==> config.mk <==
export PLATFORM = sky130hd
export DESIGN_NAME = systolic_pe
export DESIGN_NICKNAME = d
export VERILOG_FILES = /design/src/rtl/systolic_pe.sv
export SDC_FILE = /design/constraint.sdc
export NUM_CORES = 1
export LEC_CHECK = 0
export CORE_AREA = 2 2 91 93
export CTS_CLUSTER_DIAMETER = 60
export DETAILED_ROUTE_END_ITERATION = 10
export DIE_AREA = 0 0 93 95
export PLACE_DENSITY = 0.86
export SETUP_SLACK_MARGIN = 0.3
export SLEW_MARGIN = 0
export SYNTH_ARGS = -nofsm -noshare
export SYNTH_HDL_FRONTEND = slang
export SYNTH_SLANG_ARGS = --single-unit
==> constraint.sdc <==
create_clock -name clk -period 4.5 [get_ports clk]
set_clock_uncertainty 0.05 [all_clocks]
set_input_delay 0.45 -clock clk [delete_from_list [all_inputs] [get_ports clk]]
set_output_delay 0.45 -clock clk [all_outputs]
set_load 0.05 [all_outputs]
==> src/rtl/systolic_pe.sv <==
// Output-stationary systolic-array processing element: one unsigned MAC per cycle
// plus registered operand forwarding. Define PE_SATURATE_EN to saturate instead of wrap.
module systolic_pe #(
    parameter int DATA_W = 8,
    parameter int ACC_W  = 32
) (
    input  logic              clk,
    input  logic              rst,
    input  logic [DATA_W-1:0] in_north,
    input  logic [DATA_W-1:0] in_west,
    output logic [DATA_W-1:0] out_south,
    output logic [DATA_W-1:0] out_east,
    output logic [ACC_W-1:0]  result
);

    localparam int PROD_W = 2 * DATA_W;

    generate
        if (ACC_W < PROD_W) begin : g_bad_acc_w
            $error("systolic_pe: ACC_W must be at least 2*DATA_W");
        end
    endgenerate

    logic [PROD_W-1:0] product_s;
    logic [ACC_W-1:0]  product_ext_s;
    logic [ACC_W-1:0]  acc_next_s;
    logic [ACC_W-1:0]  acc_r;
    logic [DATA_W-1:0] south_r;
    logic [DATA_W-1:0] east_r;

`ifdef PE_SATURATE_EN
    logic [ACC_W:0]    sum_s;

    // Full-width product and one-bit-wider sum so the carry flags overflow.
    always_comb begin
        product_s     = PROD_W'(in_north) * PROD_W'(in_west);
        product_ext_s = ACC_W'(product_s);
        sum_s         = {1'b0, acc_r} + {1'b0, product_ext_s};
        if (sum_s[ACC_W]) begin
            acc_next_s = {ACC_W{1'b1}};
        end else begin
            acc_next_s = sum_s[ACC_W-1:0];
        end
    end
`else
    // Full-width product; the accumulation wraps modulo 2^ACC_W.
    always_comb begin
        product_s     = PROD_W'(in_north) * PROD_W'(in_west);
        product_ext_s = ACC_W'(product_s);
        acc_next_s    = acc_r + product_ext_s;
    end
`endif

    // Accumulator and forwarding registers; reset is the only way to clear a tile.
    always_ff @(posedge clk or posedge rst) begin
        if (rst) begin
            acc_r   <= {ACC_W{1'b0}};
            south_r <= {DATA_W{1'b0}};
            east_r  <= {DATA_W{1'b0}};
        end else begin
            acc_r   <= acc_next_s;
            south_r <= in_north;
            east_r  <= in_west;
        end
    end

    assign result    = acc_r;
    assign out_south = south_r;
    assign out_east  = east_r;

endmodule

=== Yosys cells after proc, flatten, opt, wreduce, memory -nomap -nowiden ===
Index checks and enable logic that the tools add are counted.

* Output and inout bits: 48
* Logic and storage cells: 5
* Register bits: 48
* Input bits: 18

* $mul: 1
* $add $sub $neg: 1

{| class="wikitable"
|+ Operators with widths
! cell !! number
|-
| $add A32 B16 Y32 || 1
|-
| $mul A8 B8 Y16 || 1
|}

=== Logic depth before layout (Yosys ltp) ===
Gate-level depths: netlist (run 1).

* Depth after elaboration: 2
* Gate-level depth with buffers: 17
* Depth with buffers taken out: 17

=== Least setup slack after synthesis (run 1) ===
Ideal clock, no wire load.

* Path kind: reg2reg
* Start: register acc_r[6] (netlist: result[6])
* End: register acc_r[22] (netlist: result[22])
* Clock period less this slack: 4.433 ns
* Setup slack: 0.067 ns
* Data required time: 4.308 ns
* Buffers on the path: 0
* Cell stages (with the launch flop): 16
* Data arrival time: 4.241 ns
* Setup time: 0.142 ns
* Cell sequence: dfrtp_1 > inv_1 > fa_1 > inv_1 > fa_1 > inv_1 > fa_1 > fa_1 > inv_1 > ha_1 > o211ai_2 > o211ai_2 > nand3_2 > o31ai_2 > nand3_1 > xnor2_1

* Longest elaborated chain between the ends: 1

{| class="wikitable"
|+ Ends and longest elaborated chain
! item !! line !! source
|-
| from (decl) || 27 || <nowiki>logic [ACC_W-1:0] acc_r;</nowiki>
|-
| from (signal assigned) || 57 || <nowiki>acc_r <= {ACC_W{1'b0}};</nowiki>
|-
| from (signal assigned) || 61 || <nowiki>acc_r <= acc_next_s;</nowiki>
|-
| $add A32 B16 Y32 || 50 || <nowiki>acc_next_s = acc_r + product_ext_s;</nowiki>
|-
| net acc_next_s[22] || 26 || <nowiki>logic [ACC_W-1:0] acc_next_s;</nowiki>
|}

The timed path passes the listed nets, and every way through them passes these cells.

=== Final worst setup path (run 1) ===
* Start: input port in_west[7]
* End: register acc_r[16] (netlist: result[16])

* Longest elaborated chain between the ends: 2

{| class="wikitable"
|+ Ends and longest elaborated chain
! item !! line !! source
|-
| from (decl) || 10 || <nowiki>input logic [DATA_W-1:0] in_west,</nowiki>
|-
| $mul A8 B8 Y16 || 48 || <nowiki>product_s = PROD_W'(in_north) * PROD_W'(in_west);</nowiki>
|-
| $add A32 B16 Y32 || 50 ||
|-
| net acc_next_s[16] || 26 ||
|}

The timed path passes the listed nets, and every way through them passes these cells.

==> flow_summary.ini, run 1 <==
[floorplanning]
dieArea_sq_um = 8840
rows = 33
start_util = 0.536
die_x_um = 93
io_pins = 66
die_h_um = 95
core_sq_um = 7930

[synth]
synth_cells = 435
ys_async_sr_fraction = 1.00
yosys_warnings = 0
ys_seq_area_frac = 0.283
syn_area_sq_um = 4250
ys.flop_type = dfrtp_1
mappedNetlistNets = 544
ys_types = 34
ys_ff_latch = 48
synth_edf_count = 0
syn_avg_cell_area_sq_um = 9.77

[setup_path]
arrival_ns = 4.32
crit_type = in2reg
critPathMostFrequentCell = fa_1
path_cells = clkbuf_4, and2_4, fa_1, fa_1, fa_1, inv_1, fa_1, inv_1, ha_4, a21oi_4, o211ai_4, nand3_4, a21oi_1, a211o_1, xor2_1
r2r-start = result[7]
end_kind = register
slowest_stage = fa_1
reg2reg_slack_ns = 0.35
critPathTopFamily = adder cells
critPathLaunchType = input port
crit_path_max_fanout = 8
crit_start = in_west[7]
slowest_delay_ns = 0.57
cp_num_buf_inv = 3
cp.required_ns = 4.64

[outcome]
status = finished clean

[timing]
slew_headroom = 0.330
final-max-slew-violation-count = 0
max_freq_mhz = 240
setup_ws_ns = 0.327
finalCritPeriodShare = 0.927
tightest_slew_ns = 1.00
hold_viol = 0
setup-violations-final = 0
min_period_ns = 4.17
rsz0062_at_grt = yes

[clock_network]
clkTransAtPathRegs_ns = 0.09
tritoncts = built
cts_sinks = 48
clk_path_buf_depth = 2
htreeDepth = 2
cts_root_buf = clkbuf_8
cts_buffers = 5
worstSkewPairLatency_ns = 0.32

[layout]
layout_commonest_cell = inv_1
drive_above_1_share = 0.226
diodes = 0
mostFrequentLayoutCells = 92 x inv_1, 59 x buf_4, 49 x clkdlybuf4s50_1
final_nets = 671
area_delta_synth_final_pct = 35.2
fin_area_sq_um = 5750

[route]
wl_per_cell_um = 16.2
vias_per_cell = 5.18
drt-total-wl_um = 10800
ant_nets = 0
drtIter0Drc = 122
num_vias = 3460
dr.pass1.iters = 4
drc = 0

[placement]
dp_slack_ns = -0.678
placed_area_sq_um = 5430
io_buffers = 65
dp_hpwl_um = 8240
gp_congestion = 0.928

[hold_path]
min_path_type = in2reg
hp-start = in_north[3]

[global_route]
grt_overflow = 0
grt_use_total = 0.254
antenna_found_initial = 0
grt_max_degree = 49
grt_pass1_vias = 3723
grt_pass1_wl_um = 17500

[run]
cap_viol_max_count = 0
cell type report:
cell class / instances / area, sq um
Tap cell: 105 / 131
Inverter: 98 / 368
Clock inverter: 1 / 7.51
Sequential cell: 48 / 1200
Multi-Input combinational cell: 287 / 2930
Fill cell: 540 / 2180
Clock buffer: 7 / 86.3
Timing Repair Buffer: 122 / 1020
synthesized netlist by cell type, types with 2 or more instances:
| library cell | n | area (sq um) |
|---|---|---|
| a211oi_1 | 2 | 15.0 |
| a21o_1 | 5 | 37.5 |
| a21oi_1 | 20 | 100 |
| and2_1 | 38 | 238 |
| and3_1 | 5 | 31.3 |
| dfrtp_1 | 48 | 1200 |
| fa_1 | 50 | 1000 |
| ha_1 | 41 | 513 |
| inv_1 | 98 | 368 |
| nand2_1 | 47 | 176 |
| nand2b_1 | 4 | 25.0 |
| nand3_1 | 6 | 30.0 |
| nand4_1 | 2 | 12.5 |
| nor2_1 | 9 | 33.8 |
| nor3_1 | 3 | 15.0 |
| o211ai_1 | 3 | 22.5 |
| o211ai_2 | 2 | 25.0 |
| o21ai_0 | 10 | 50.1 |
| o21ai_1 | 2 | 10.0 |
| xnor2_1 | 16 | 140 |
| xor2_1 | 11 | 96.3 |
worst register-to-register path, stage by stage, from the launching register on:
cell	delay, ns
dfrtp_1	0.43
fa_1	0.53
fa_1	0.51
inv_1	0.06
fa_1	0.50
fa_1	0.51
inv_2	0.05
ha_4	0.23
a21oi_1	0.33
o211ai_4	0.15
nand3_4	0.16
a21oi_1	0.09
a211o_1	0.27
xor2_1	0.15
through the flow:
stage                     hold WS, ns  instances  utilization  TNS, ns
after floorplan                 0.431        435            -        0
after global placement          0.408        655        0.685    -9.33
after detailed placement        0.418        655        0.685   -11.79
after CTS                       0.271        665        0.707        0
after global routing            0.268        668        0.725        0
final                           0.287        668        0.725        0
flip-flops by register name, summed over array words and instances, names as in the netlist:
name / count
result: 32
out_east: 8
out_south: 8
path summary, 6_finish.rpt:
kind | end | cells after the start
max | result[16] | 15
min | out_south[3] | 1
max reg2reg | result[16] | 13
min reg2reg | result[31] | 1
max in group asynchronous | result[6] | 2
min in group asynchronous | result[14] | 2
layer usage:
metal | wire, um | part of all wire | global-route usage
met3 | 478 | 0.044 | 0.0407
met5 | 0 | 0 | 0
met1 | 4140 | 0.38 | 0.306
met4 | 309 | 0.029 | 0.0858
met2 | 5890 | 0.54 | 0.466
repair_timing:
| item | CTS | global route |
|---|---|---|
| setup buffers | 2 | 3 |
| hold buffers | 0 | 0 |
| resized for setup | 91 | 30 |
| endpoints found under the setup margin | 24 | 18 |
| pin swaps | 20 | 24 |
cells by family (layout without fill, tap and decap cells):
group,Yosys count,count (layout),synth area share
and+or+nand+nor,117,117,0.138
buffers and inverters,100,228,0.0903
adders and majority gates,91,91,0.356
AOI/OAI and AO/OA,52,52,0.0771
DFF,48,48,0.283
xor gates and xnor gates,27,27,0.0556
Power of run 1 is left out: the tool's default activity adds up to more than one toggle a clock period on the data nets, which glitch-free logic cannot reach.
==> run 2: changes to the inputs <==
CTS_CLUSTER_SIZE = 30   (was unset)
==> results of run 2 <==
Same layout as run 1: the final DEF is identical, and so are final timing and power.
Power of run 2 is left out for the same reason.
==> run 3: changes to the inputs <==
--- a/constraint.sdc
+++ b/constraint.sdc
@@ -4,2 +4,2 @@
 set_output_delay 0.45 -clock clk [all_outputs]
-set_load 0.05 [all_outputs]
+set_load 0.1 [all_outputs]
==> run 3 against run 2 <==
Compared with the run above: flip-flop and latch count is the same; non-clock buffer count shrank 4; via count shrank 0.26%; cell count shrank 0.60%; die area is the same; utilization grew 0.11 points; fmax shrank 1.0%; largest cell class unchanged; highest routed layer unchanged.
==> flow_summary.ini, run 3 (synthesis gave the netlist of run 1 again) <==
[outcome]
status = finished clean

[floorplanning]
die_h_um = 95
core_sq_um = 7930
rows = 33
io_pins = 66
die_x_um = 93
dieArea_sq_um = 8840
start_util = 0.536

[global_route]
gr-usage-met3 = 0.0471
grt_pass1_wl_um = 17800
top_usage_layer = met2
grt_pass1_vias = 3821
grt_use_total = 0.262
grt_use_met2 = 0.487
grt_max_degree = 49
grt_overflow = 0
antenna_found_initial = 0
gr-usage-met1 = 0.297

[placement]
dp_slack_ns = -0.653
dp_hpwl_um = 7990
gp_congestion = 0.858
dp_cells = 651
io_buffers = 65

[route]
drc = 0
num_vias = 3451
wl_per_cell_um = 16.4
drtIter0Drc = 98
dr.pass1.iters = 4
vias_per_cell = 5.20
drt-total-wl_um = 10900
ant_nets = 0

[hold_path]
hp-start = in_north[7]
min_path_type = in2reg
min_to = out_south[7]
hold_depth = 1

[setup_path]
crit_path_max_fanout = 4
crit_type = reg2reg
critPathLaunchType = register
reg2reg_depth = 14
end_kind = register
cp.required_ns = 4.64
r2r-start = result[7]
reg2reg_slack_ns = 0.28
arrival_ns = 4.36
reg2reg_to = result[30]

[layout]
fillers = 568
largest_reg_flops = 32
layout_commonest_cell = inv_1
mostFrequentLayoutCells = 91 x inv_1, 51 x buf_4, 49 x clkdlybuf4s50_1
final_nets = 667
diodes = 0
fin_cells = 664
final_core_util = 0.726
area_delta_synth_final_pct = 35.4
drive_above_1_share = 0.245

[timing]
finalCritPeriodShare = 0.937
slew_headroom = 0.326
tightest_slew_ns = 1.01
setup-violations-final = 0
final-max-slew-violation-count = 0
setup_ws_ns = 0.283
min_period_ns = 4.22
hold_viol = 0
hold_ws_ns = 0.297
max_freq_mhz = 237
rsz0062_at_grt = yes

[clock_network]
cts_sinks = 48
worstSkewPairLatency_ns = 0.31
cts_root_buf = clkbuf_8
clk_path_buf_depth = 2
tritoncts = built
cts_buffers = 5
clkTransAtPathRegs_ns = 0.09
htreeDepth = 2

[run]
cap_viol_max_count = 0
run 3: changes by cell type in the layout (fill, tap and decap cells not counted), moves of 3 or more:
cell and delta:
a21oi_2 -4, nor2_2 +3, fa_2 +3, nor2_1 -3, fa_1 -3, dfrtp_4 +3, dfrtp_1 -5, buf_4 -8
a21oi_4 +3
run 3: critical path, cell delays in order (launching register included):
cell	delay, ns
dfrtp_4	0.51
fa_2	0.50
fa_1	0.54
inv_2	0.04
fa_1	0.48
fa_1	0.56
inv_2	0.05
ha_4	0.27
buf_6	0.10
o211ai_4	0.07
o211ai_2	0.18
nand3_4	0.13
o31ai_4	0.26
nand3b_1	0.16
xnor2_2	0.17
run 3: layout make-up:
| class | instances | area (sq um) | share of cell area |
|---|---|---|---|
| Tap cell | 105 | 131 | 0.0228 |
| Sequential cell | 48 | 1220 | 0.212 |
| Clock buffer | 6 | 82.6 | 0.0143 |
| Clock inverter | 2 | 10.0 | 0.00174 |
| Timing Repair Buffer | 118 | 987 | 0.172 |
| Multi-Input combinational cell | 287 | 2960 | 0.514 |
| Inverter | 98 | 368 | 0.0639 |
run 3: worst max-delay path by stage:
stage               depth (start not counted)         from    endpoint  slack (ns)
finish                                     14    result[7]  result[30]        0.28
global placement                           15   in_west[6]  result[17]       -0.61
global route                               14    result[7]  result[30]        0.17
detailed placement                         16  in_north[4]  result[17]       -0.65
CTS                                        14    result[7]  result[30]        0.21
floorplan                                  14   in_west[7]  result[16]        0.31
run 3: per-stage QoR:
stage               area [sq um]  TNS (ns)
finish                      5760         0
global route                5760         0
CTS                         5670         0
detailed placement          5420    -11.40
global placement            5420     -9.68
floorplan                   4300         0
run 3: metal layers:
layer | share of wire | routed length [um]
met1 | 0.39 | 4220
met2 | 0.53 | 5780
met3 | 0.044 | 475
met4 | 0.037 | 408
met5 | 0 | 0
run 3: what timing repair did:
| item | 4_1_cts | 5_1_grt |
|---|---|---|
| pin swaps | 22 | 28 |
| hold buffers | 0 | 0 |
| buffers inserted | 3 | 2 |
| resized for setup | 89 | 40 |
| cloned | 0 | 0 |
| setup endpoints to repair | 24 | 21 |
Power of run 3 is left out for the same reason.
